File: src/rtl/muldiv_unit_pkg.sv
// Shared operation encodings and operand helpers for the multiply/divide unit.
// Codes 6 and 7 are undefined and a start carrying them is ignored.
package muldiv_unit_pkg;

    localparam int MD_XLEN = 32;

    localparam logic [2:0] MD_MULT  = 3'd0;
    localparam logic [2:0] MD_MULTU = 3'd1;
    localparam logic [2:0] MD_DIV   = 3'd2;
    localparam logic [2:0] MD_DIVU  = 3'd3;
    localparam logic [2:0] MD_MTHI  = 3'd4;
    localparam logic [2:0] MD_MTLO  = 3'd5;

    // A negative two's-complement operand is replaced by its magnitude.
    // Its sign is kept in a separate flag.
    function automatic logic [MD_XLEN-1:0] md_mag(input logic [MD_XLEN-1:0] v,
                                                  input logic                is_signed);
        return (is_signed && v[MD_XLEN-1]) ? -v : v;
    endfunction

endpackage

File: src/rtl/muldiv_div_step.sv
// One combinational restoring-division step: it shifts in one dividend bit and
// produces one quotient bit.
module muldiv_div_step #(
    parameter int XLEN = 32
) (
    input  logic [XLEN:0]   rem_in,
    input  logic            dividend_bit,
    input  logic [XLEN-1:0] divisor,
    output logic [XLEN:0]   rem_out,
    output logic            quo_bit
);

    logic [XLEN+1:0] shifted;

    always_comb begin
        shifted = {rem_in, dividend_bit};
        quo_bit = (shifted >= {2'b00, divisor});
        rem_out = quo_bit ? (shifted[XLEN:0] - {1'b0, divisor}) : shifted[XLEN:0];
    end

endmodule

File: src/rtl/muldiv_unit.sv
// Iterative multiply/divide unit that holds the HI/LO registers.
// Define MULDIV_DIV_EN to build in the restoring divider. When it is not defined, DIV/DIVU return zero in two cycles.
//
// state | meaning
// IDLE  | waiting for start; MTHI/MTLO write hi/lo here
// MUL   | shift-add, one multiplier bit per cycle
// DIV   | restoring divide, one quotient bit per cycle
// FIX   | sign correction, hi/lo write, done
module muldiv_unit
    import muldiv_unit_pkg::*;
#(
    parameter int XLEN = 32
) (
    input  logic            clk,
    input  logic            rst_n,
    input  logic            start,
    input  logic [2:0]      op,
    input  logic [XLEN-1:0] a,
    input  logic [XLEN-1:0] b,
    input  logic            flush,
    output logic            busy,
    output logic            done,
    output logic [XLEN-1:0] hi,
    output logic [XLEN-1:0] lo
);

    localparam logic [1:0] IDLE = 2'd0;
    localparam logic [1:0] MUL  = 2'd1;
    localparam logic [1:0] DIV  = 2'd2;
    localparam logic [1:0] FIX  = 2'd3;
    localparam logic [5:0] LAST_ITER = 6'(XLEN - 1);

    logic [1:0]        state_q, state_d;
    logic [5:0]        cnt_q, cnt_d;
    logic [2*XLEN-1:0] acc_q, acc_d;
    logic [XLEN-1:0]   opb_q, opb_d;
    logic              neg_a_q, neg_a_d;
    logic              neg_b_q, neg_b_d;
    logic              is_div_q, is_div_d;
    logic [XLEN-1:0]   hi_q, hi_d;
    logic [XLEN-1:0]   lo_q, lo_d;
    logic              done_q, done_d;
    logic              sgn_op;
    logic [XLEN:0]     mul_sum;
    logic [2*XLEN-1:0] prod_fix;

`ifdef MULDIV_DIV_EN
    logic [XLEN:0] rem_q, rem_d;
    logic [XLEN:0] step_rem;
    logic          step_bit;

    muldiv_div_step #(.XLEN(XLEN)) u_div_step (
        .rem_in       (rem_q),
        .dividend_bit (acc_q[XLEN-1]),
        .divisor      (opb_q),
        .rem_out      (step_rem),
        .quo_bit      (step_bit)
    );
`endif

    assign sgn_op   = (op == MD_MULT) || (op == MD_DIV);
    assign mul_sum  = {1'b0, acc_q[2*XLEN-1:XLEN]} + (acc_q[0] ? {1'b0, opb_q} : '0);
    assign prod_fix = (neg_a_q ^ neg_b_q) ? -acc_q : acc_q;

    always_comb begin
        state_d  = state_q;
        cnt_d    = cnt_q;
        acc_d    = acc_q;
        opb_d    = opb_q;
        neg_a_d  = neg_a_q;
        neg_b_d  = neg_b_q;
        is_div_d = is_div_q;
        hi_d     = hi_q;
        lo_d     = lo_q;
        done_d   = 1'b0;
`ifdef MULDIV_DIV_EN
        rem_d    = rem_q;
`endif
        case (state_q)
            IDLE: if (start) begin
                case (op)
                    MD_MULT, MD_MULTU, MD_DIV, MD_DIVU: begin
                        acc_d    = {{XLEN{1'b0}}, md_mag(a, sgn_op)};
                        opb_d    = md_mag(b, sgn_op);
                        neg_a_d  = sgn_op & a[XLEN-1];
                        neg_b_d  = sgn_op & b[XLEN-1];
                        is_div_d = (op == MD_DIV) || (op == MD_DIVU);
                        cnt_d    = '0;
                        if (is_div_d) begin
`ifdef MULDIV_DIV_EN
                            state_d = DIV;
                            rem_d   = '0;
`else
                            state_d = FIX;
`endif
                        end else begin
                            state_d = MUL;
                        end
                    end
                    MD_MTHI: hi_d = a;
                    MD_MTLO: lo_d = a;
                    default: ;
                endcase
            end
            MUL: begin
                acc_d = {mul_sum, acc_q[XLEN-1:1]};
                cnt_d = cnt_q + 6'd1;
                if (cnt_q == LAST_ITER) begin
                    state_d = FIX;
                    cnt_d   = '0;
                end
            end
            DIV: begin
`ifdef MULDIV_DIV_EN
                rem_d             = step_rem;
                acc_d[XLEN-1:0]   = {acc_q[XLEN-2:0], step_bit};
                cnt_d             = cnt_q + 6'd1;
                if (cnt_q == LAST_ITER) begin
                    state_d = FIX;
                    cnt_d   = '0;
                end
`else
                state_d = IDLE;
`endif
            end
            default: begin
                state_d = IDLE;
                done_d  = 1'b1;
                if (is_div_q) begin
`ifdef MULDIV_DIV_EN
                    // The raw divide-by-zero result already leaves the dividend in the remainder.
                    // Only the quotient has to be forced to all ones.
                    lo_d = (opb_q == '0) ? '1 :
                           ((neg_a_q ^ neg_b_q) ? -acc_q[XLEN-1:0] : acc_q[XLEN-1:0]);
                    hi_d = neg_a_q ? -rem_q[XLEN-1:0] : rem_q[XLEN-1:0];
`else
                    lo_d = '0;
                    hi_d = '0;
`endif
                end else begin
                    hi_d = prod_fix[2*XLEN-1:XLEN];
                    lo_d = prod_fix[XLEN-1:0];
                end
            end
        endcase
        if (flush) begin
            state_d = IDLE;
            cnt_d   = '0;
            hi_d    = hi_q;
            lo_d    = lo_q;
            done_d  = 1'b0;
        end
    end

    always_ff @(posedge clk or negedge rst_n) begin
        if (!rst_n) begin
            state_q  <= IDLE;
            cnt_q    <= '0;
            acc_q    <= '0;
            opb_q    <= '0;
            neg_a_q  <= 1'b0;
            neg_b_q  <= 1'b0;
            is_div_q <= 1'b0;
            hi_q     <= '0;
            lo_q     <= '0;
            done_q   <= 1'b0;
`ifdef MULDIV_DIV_EN
            rem_q    <= '0;
`endif
        end else begin
            state_q  <= state_d;
            cnt_q    <= cnt_d;
            acc_q    <= acc_d;
            opb_q    <= opb_d;
            neg_a_q  <= neg_a_d;
            neg_b_q  <= neg_b_d;
            is_div_q <= is_div_d;
            hi_q     <= hi_d;
            lo_q     <= lo_d;
            done_q   <= done_d;
`ifdef MULDIV_DIV_EN
            rem_q    <= rem_d;
`endif
        end
    end

    assign busy = (state_q != IDLE);
    assign done = done_q;
    assign hi   = hi_q;
    assign lo   = lo_q;

endmodule
File: config.mk
export PLATFORM = sky130hd
export DESIGN_NAME = muldiv_unit
export DESIGN_NICKNAME = d
export VERILOG_FILES = /design/src/rtl/muldiv_unit_pkg.sv /design/src/rtl/muldiv_div_step.sv /design/src/rtl/muldiv_unit.sv
export SDC_FILE = /design/constraint.sdc
export NUM_CORES = 1
export LEC_CHECK = 0
export ABC_AREA = 1
export CAP_MARGIN = 10
export CORE_MARGIN = 2
export CORE_UTILIZATION = 45
export CTS_CLUSTER_DIAMETER = 30
export DETAILED_ROUTE_END_ITERATION = 10
export HOLD_SLACK_MARGIN = 0.12
export PLACE_DENSITY = 0.65
export SYNTH_ARGS = -nofsm -noshare
export SYNTH_HDL_FRONTEND = slang
export SYNTH_HIERARCHICAL = 1
export SYNTH_SLANG_ARGS = --single-unit
File: constraint.sdc
create_clock -name clk -period 2.6 [get_ports clk]
set_input_delay 0.52 -clock clk [delete_from_list [all_inputs] [get_ports clk]]
set_output_delay 0.52 -clock clk [all_outputs]
set_load 0.005 [all_outputs]
**Word level (Yosys, flattened, before mapping)**

Index checks and enable logic that the tools add are counted.

- Memories: 0
- Memory bits (read-only): 0
- Bits in writable memories: 0
- Register bits after elaboration: 172
- Output and inout bits: 66
- Word-level logic and storage cells: 81
- Latch bits: 0

- Mux-type cells: 28
- Shifts and indexed selects: 0
- Eq/ne operators: 15
- $mul: 0
- Div/mod/pow operators: 0
- Bitwise operators: 5
- $lt $le $gt $ge: 0
- Reductions and logical operators: 18
- $add $sub $neg: 5

Operator list:

| cell | count |
|---|---|
| $mux 32 | 9 |
| $mux 64 | 3 |
| $pmux 32 s2 | 2 |
| $pmux 64 s2 | 1 |
| $neg 32->32 | 2 |
| $neg 64->64 | 1 |
| $add 32x32->33 | 1 |
| $mux 6 | 4 |
| $pmux 6 s2 | 1 |
| $reduce_and 3->1 | 4 |
| $mux 2 | 5 |
| $reduce_and 4->1 | 2 |
| $add 6x1->6 const B | 1 |
| $eq 3x2->1 const B | 2 |
| $eq 3x3->1 const B | 2 |
| $eq 6x5->1 const B | 1 |
| $ne 2x1->1 const B | 3 |
| $ne 3x3->1 const B | 2 |
| $pmux 2 s2 | 1 |
| $reduce_bool 2->1 | 2 |
| $reduce_or 4->1 | 1 |
| $eq 3x1->1 const B | 1 |
| $logic_not 3->1 | 1 |
| $ne 3x2->1 const B | 1 |
| other kinds (13) | 18 |

**Logic depth before layout (Yosys ltp)**

Gate-level depths: netlist (run 1).

- Depth in word-level cells: 7
- Depth in mapped cells: 17

**Least setup slack after synthesis (run 1)**

Ideal clock, no wire load.

- Path type: register to register
- From: register acc_q[0]
- To: register acc_q[57]
- Slack: 0.264 ns
- Arrival time: 2.218 ns
- Cell stages (with the launch flop): 18
- Period minus slack after synthesis: 2.336 ns
- Path buffers: 2
- Data required time: 2.483 ns
- Cells stage by stage: dfrtp_1 -> buf_2 -> clkbuf_1 -> nand2_1 -> inv_1 -> ha_1 -> inv_1 -> fa_1 -> o21ai_2 -> nand2_1 -> nand2_1 -> nand2_1 -> nand2_1 -> nand3_1 -> nand2_1 -> nand2_1 -> nand3_1 -> nand2_1

- Longest elaborated chain between the ends: 3

RTL lines:

| item | RTL line | RTL |
|---|---|---|
| from (decl) | muldiv_unit.sv:35 | `logic [2*XLEN-1:0] acc_q, acc_d;` |
| from (signal assigned) | muldiv_unit.sv:159 | `acc_q <= '0;` |
| from (signal assigned) | muldiv_unit.sv:173 | `acc_q <= acc_d;` |
| $mux 32 | muldiv_unit.sv:62 | `assign mul_sum = {1'b0, acc_q[2*XLEN-1:XLEN]} + (acc_q[0] ? {1'b0, opb_q} : '0);` |
| $add 32x32->33 | muldiv_unit.sv:62 |  |
| $pmux 64 s2 | muldiv_unit.sv:79 | `case (state_q)` |

No other way between the ends.
A chain may end at the register's enable or synchronous reset.

**Final worst setup path (run 1)**

- From: register acc_q[0]
- To: register acc_q[59]

Same word-level chain as after synthesis.

==> impl_metrics.csv, run 1 <==
group,metric,value,unit
outcome,status,"finished clean",
routing,ant_nets,0,
place,io_buffers,136,
place,dp_hpwl,40.0,mm
logic_synthesis,muxShareOfSynthArea,0,%
timing,tightest_slew,606,ps
timing,setup_tns,0,ps
setup_path,reg2reg_from,"acc_q[0]$_DFFE_PN0P_",
timing,fin_skew,14.0,ps
logic_synthesis,synth-seq-area-share,31.0,%
setup_path,rr_worst_depth,12,
cells_and_area,post_layout_nonfiller_instances,2732,
logic_synthesis,synth_top_cells_by_area,"dfrtp_1 31%, nand2_1 15%, nor2_1 8.6%",
timing,drv_slew,0,
floorplanning,initial_utilization,45.6,%
setup_path,r2r_setup_slack,250,ps
routing,drc,0,
global_routing,track_usage,31.2,%
setup_path,crit_required,2950,ps
floorplanning,die_height,180,um
pwr,p_leak,0.00801,uW
worst_hold_path,min_path_cells,2,
floorplanning,rows,64,
routing,wire_per_inst,18.4,um
routing,routed_wl,50.4,mm
clocking,cts.clk_slew.worst_paths,70,ps
timing,max-slew-margin-rel,59.6,%
setup_path,crit_type,"register to register",
logic_synthesis,synth_cell_types,52,
logic_synthesis,synth_fa_ha_area_share,3.65,%
global_routing,grt_pass1_wl,79.6,mm
worst_hold_path,hp-class,"register to register",
place,gp_congestion,0.999,
clocking,cts_buffers,17,
routing,viasPerCell,5.52,
worst_hold_path,hold_start,"opb_q[17]$_DFFE_PN0P_",
cells_and_area,num_antenna_cells,0,
logic_synthesis,syn_avg_cell_area,6.37,um2
cells_and_area,fin_nets,2434,
floorplanning,ios,137,
place,place_area,15900,um2
timing,setup_viol,0,
logic_synthesis,synth_cells,2181,
routing,drtPass1Iterations,6,
setup_path,critPathCaptureType,"register",
clocking,h-tree-depth,4,
setup_path,r2r_end,"acc_q[59]$_DFFE_PN0P_",
routing,via_count,15093,
global_routing,grt_pass1_vias,14678,
timing,max_clock_freq,0.425,GHz
cells_and_area,final_layout_size_suffix_gt1_share,7.92,%
clocking,cts_tree,"done",
logic_synthesis,synthesis.nets,2292,
setup_path,start_kind,"register",
logic_synthesis,synth-compound-area-share,16.3,%
job,cap_viol_max_count,0,
place,dp_cells,2699,
floorplanning,die_x,180,um
clocking,cts_post_setup_buffers_inserted,0,
routing,drtIter0Drc,1330,
global_routing,grt_max_degree,55,
logic_synthesis,synth_top_area_share,31.0,%
timing,setup_slack,247,ps
global_routing,grt_antenna_before_repair,0,
timing,min_period,2350,ps
timing,post-route-period-util,90.5,%
worst_hold_path,hold_end,"opb_q[17]$_DFFE_PN0P_",
pwr,p_per_area,879,nW/um2
place,place_ws,52.4,ps
timing,finalHoldViolCount,0,
logic_synthesis,ys.flop_type,"dfrtp_1",
logic_synthesis,async_reset_ff_share,100,%
clocking,clockRootBuffer,"clkbuf_16",
clocking,clock-sinks,172,
pwr,peakVddDrop,0.000497,V
logic_synthesis,yosys.area.top_type,"dfrtp_1",
clocking,clk_path_buf_depth,2,
setup_path,cp.arrival,2700,ps
logic_synthesis,synth-edff-count,0,
logic_synthesis,syn_area,13900,um2
setup_path,worst-path-max-fanout,30,
cells_and_area,syn_to_final_growth,18.9,%
logic_synthesis,synth_xor_area_share,1.70,%
logic_synthesis,synthSimpleGateAreaFrac,37.8,%
timing,rsz0062_at_grt,"false",
logic_synthesis,yosysWarnings,6,
logic_synthesis,synth_top_family_by_area,"simple AND/OR/NAND/NOR gates",
clocking,clock_latency,470,ps
cells_and_area,fin_util,54.2,%
cells_and_area,final_area,16500,um2
cells_and_area,num-fill-cells,3093,
floorplanning,core,30500,um2
global_routing,grt_overflow_total,0,
logic_synthesis,synth_seq_cells,172,
floorplanning,die-area,32300,um2
==> registers in the layout (all words and copies together) (netlist names) <==
name and flops:
acc_q 64, hi 32, lo 32, opb_q 32
cnt_q 6, state_q 2, done 1, is_div_q 1
neg_a_q 1, neg_b_q 1
==> report_power, final <==
| group | total, uW | switching (uW) | internal [uW] |
|---|---|---|---|
| logic | 7330 | 4450 | 2880 |
| clock network | 2670 | 1240 | 1440 |
| registers | 4530 | 905 | 3630 |
| total | 14500 | 6590 | 7940 |
==> how the worst max path moves through the flow <==
stage	from	endpoint	slack [ps]	cells after the start
2_1_floorplan	acc_q[0]$_DFFE_PN0P_	acc_q[57]$_DFFE_PN0P_	260	17
3_3_place_gp	b[0]	opb_q[24]$_DFFE_PN0P_	80	11
3_5_place_dp	a[1]	acc_q[26]$_DFFE_PN0P_	50	12
4_1_cts	acc_q[0]$_DFFE_PN0P_	acc_q[46]$_DFFE_PN0P_	210	13
5_1_grt	acc_q[0]$_DFFE_PN0P_	acc_q[53]$_DFFE_PN0P_	2	15
6_report	acc_q[0]$_DFFE_PN0P_	acc_q[59]$_DFFE_PN0P_	250	12
==> timing repair <==
action / 4_1_cts / 5_1_grt
endpoints found under the setup margin: 0 / 11
resized for setup: 0 / 5
hold buffers: 1 / 0
hold endpoints to repair: 40 / 0
==> cell usage after synthesis (8+ instances only) <==
cell type and instances:
o21ai_1 28, nand3_1 194, nand2_2 13, a31oi_1 8, nor3_1 22, nor2_2 15, nor2_1 318, nand2_1 553
buf_2 29, a21oi_1 205, ha_1 39, nand4_1 31, nor2_4 8, nand2_4 9, inv_1 242, dfrtp_1 172
o21ai_0 132, clkbuf_1 23, inv_2 10, buf_4 10, xor2_1 25, nand3b_1 13
==> per-stage QoR <==
stage          hold WS, ps  power (uW)
6_report               480       14500
5_1_grt                512       15600
4_1_cts                485       14500
3_5_place_dp           467       11800
3_3_place_gp           469       11700
2_1_floorplan          224        8750
==> logic make-up (layout without fill, tap and decap cells) <==
group,count (synthesis),count (layout)
and+or+nand+nor,1200,1200
AOI/OAI and AO/OA,416,416
buffers and inverters,326,481
DFF,172,172
adders and majority gates,40,40
xor gates and xnor gates,27,27
==> layout by cell type, fill, tap and decap left out, drive strengths merged, types with 23 or more instances in the layout <==
master / Yosys / layout
nor3: 23 / 23
clkdlybuf4s50: 0 / 135
nor2: 343 / 343
nand2: 576 / 576
ha: 39 / 39
xor2: 25 / 25
buf: 46 / 56
dfrtp: 172 / 172
o21ai: 172 / 172
inv: 255 / 261
nand3: 203 / 203
nand4: 31 / 31
a21oi: 210 / 210
==> critical path: stages (launching register included) <==
cell      delay [ps]
dfrtp_2          450
buf_12           180
nand2_1           60
inv_1             50
ha_1             350
nand2_1          130
o21ai_0          310
nand3b_1         270
nand3_1          170
nand2_1           90
nand2_1           50
nand3_1           70
nand2_1           50
==> metal layers <==
metal  GRT usage (%)  share of wire (%)
met5               0                  0
met4            13.4                4.5
met3            4.09                5.3
met2            54.3                 49
met1            38.8                 42
==> final cells by class <==
cell class,count,area [um2],share of cell area [%]
well taps,396,495,3.00
repair buffers,192,1870,11.3
clock buffers,18,429,2.60
flip-flops and latches,172,4310,26.0
inverters,257,975,5.90
multi-input cells,1683,8290,50.2
clock inverters,14,159,0.961
(Power assumes the default switching activity.)
==> run 2: changes to the inputs <==
Settings changed: SLEW_MARGIN set to 20.
==> results of run 2 <==
Final layout, timing and power as in run 1 (identical DEF).
==> RTL edit, RTL diff (flow settings as in run 1) <==
One comparison of `cnt_q` changes from == to >=.
--- a/src/rtl/muldiv_unit.sv
+++ b/src/rtl/muldiv_unit.sv
@@ -106,5 +106,5 @@
                 acc_d = {mul_sum, acc_q[XLEN-1:1]};
                 cnt_d = cnt_q + 6'd1;
-                if (cnt_q == LAST_ITER) begin
+                if (cnt_q >= LAST_ITER) begin
                     state_d = FIX;
                     cnt_d   = '0;
Behaviour: no difference found for any inputs over 4 cycles, from zero or initial values and one cycle with rst_n low; that may be too few to reach the edited logic, so the function may still have changed.
==> RTL edit against run 1 <==
Cell count decreased by 1.1%. Worst setup slack got worse by 50 ps. Sequential power increased by 9.9%. Area after synthesis decreased by 2.1%. Sequential cell count unchanged. Total power increased by 32%. Critical path depth increased by 3. Design area decreased by 2.2%. Wire length increased by 0.37%. Die area decreased by 2.0%. Largest cell class unchanged. Largest power group unchanged. Highest routed layer unchanged.
==> RTL edit: results (changes against run 1) <==
[detailed_routing]
vias = 14900  ; -1.0%
drtIter0Drc = 1402  ; +5.4%
drt_wl_total_um = 50600  ; +0.37%

[clocking]
cts_root_buffer = clkbuf_16
postCtsSetupBuffers = 0  ; unchanged
clkTransAtPathRegs_ps = 70  ; about the same
cts_buffers = 17  ; unchanged

[synthesis]
synth-main-ff-cell = dfrtp_1
synth_mux_area_frac = 0  ; unchanged
synth_cell_types = 47  ; -9.6%
async_flop_share = 1.00  ; unchanged
synth-compound-area-share = 0.167  ; +0.00382
ys_seq_area_frac = 0.316  ; +0.00657
yosys_warnings = 6  ; unchanged
synth_area_leaders = dfrtp_1 (32%), nand2_1 (15%), nor2_1 (8.2%), nand3_1 (8.1%), a21oi_1 (7.6%)
synthXorXnorAreaFrac = 0.0135  ; -0.00350
ys_top_cells_by_count = nand2_1 (560), nor2_1 (298), inv_1 (234), nand3_1 (219), a21oi_1 (206)
syn_nets = 2278  ; -0.61%
avgSynthCellArea_um2 = 6.28  ; -1.4%
synth_fa_ha_area_frac = 0.0373  ; +0.000776

[setup_path]
r2r_setup_slack_ps = 200  ; -50 ps
arrival_ps = 2730  ; +30 ps
cpMaxStageDelayCell = dfrtp_1
startpoint = acc_q[0]
max_stage_delay_ps = 420  ; -30 ps
endpoint = acc_q[48]
cp_max_fo = 31  ; +3.3%
reg2regPathDepth = 15  ; +3

[power]
vdd_drop_max_mv = 0.658  ; +32%
combPwrFrac = 0.606  ; +0.102
p_leak_nw = 7.72  ; -3.7%
p_seq_frac = 0.259  ; -0.053
switching_power_mw = 9.77  ; +48%
powerDensity_nw_per_um2 = 1190  ; +35%

[min_path]
min_path_cells = 2  ; unchanged
hold_path_end = opb_q[23]
min_from = opb_q[23]

[finish]
final_nets = 2409  ; -1.0%
fill_cells = 3021  ; -2.3%
finalNonFillerCells = 2701  ; -1.1%
diodes = 0  ; unchanged
drive_gt1_frac = 0.0671  ; -0.0121

[global_routing]
grtUsageTotal = 0.328  ; +0.0159
grt_start_max_net_pins = 73  ; +33%
grt_pass1_wl_um = 79500  ; about the same
antenna_found_initial = 0  ; unchanged
first_global_vias = 14300  ; -2.5%

[placement]
dpl.hpwl_um = 39400  ; -1.4%
gp_congestion = 0.956  ; -4.3%
port_buffers = 136  ; unchanged
pre_cts_ws_ps = 52.0  ; -0.378 ps
placed_area_um2 = 15500  ; -2.4%

[timing]
min_period_over_period = 0.924  ; +0.0194
max_slew_margin = 0.526  ; -0.0699
skew_ps = 12.6  ; -1.34 ps
whs_ps = 484  ; +3.70 ps

[run_status]
status = complete, no violations

==> RTL edit: cell types whose count changed in the layout (fill, tap and decap cells not counted), moves of 15 or more <==
cell / delta
o21ai_0: -15
nor2_1: -21
nand3_1: +25
o21ai_1: +24
inv_2: +15
==> RTL edit: area by class of cell <==
type / count / area [um2] / share of cell area
multi-input combinational: 1662 / 8010 / 0.496
sequential: 172 / 4300 / 0.266
timing repair buffer: 184 / 1810 / 0.112
inverter: 261 / 982 / 0.0607
tap: 390 / 488 / 0.0302
clock buffer: 20 / 457 / 0.0282
clock inverter: 12 / 113 / 0.00696
==> RTL edit: repair_timing <==
item	4_1_cts	5_1_grt
gates resized for setup	0	9
setup endpoints to repair	0	11
hold endpoints to repair	27	0
hold buffers	1	0
==> RTL edit: metal layers <==
metal	vias up	part of all wire	wire, um	GRT usage
met5	-	0	0	0
li1	7348	-	-	-
met4	0	0.032	1630	0.125
met2	558	0.48	24300	0.550
met3	90	0.064	3230	0.0441
met1	6942	0.42	21400	0.429
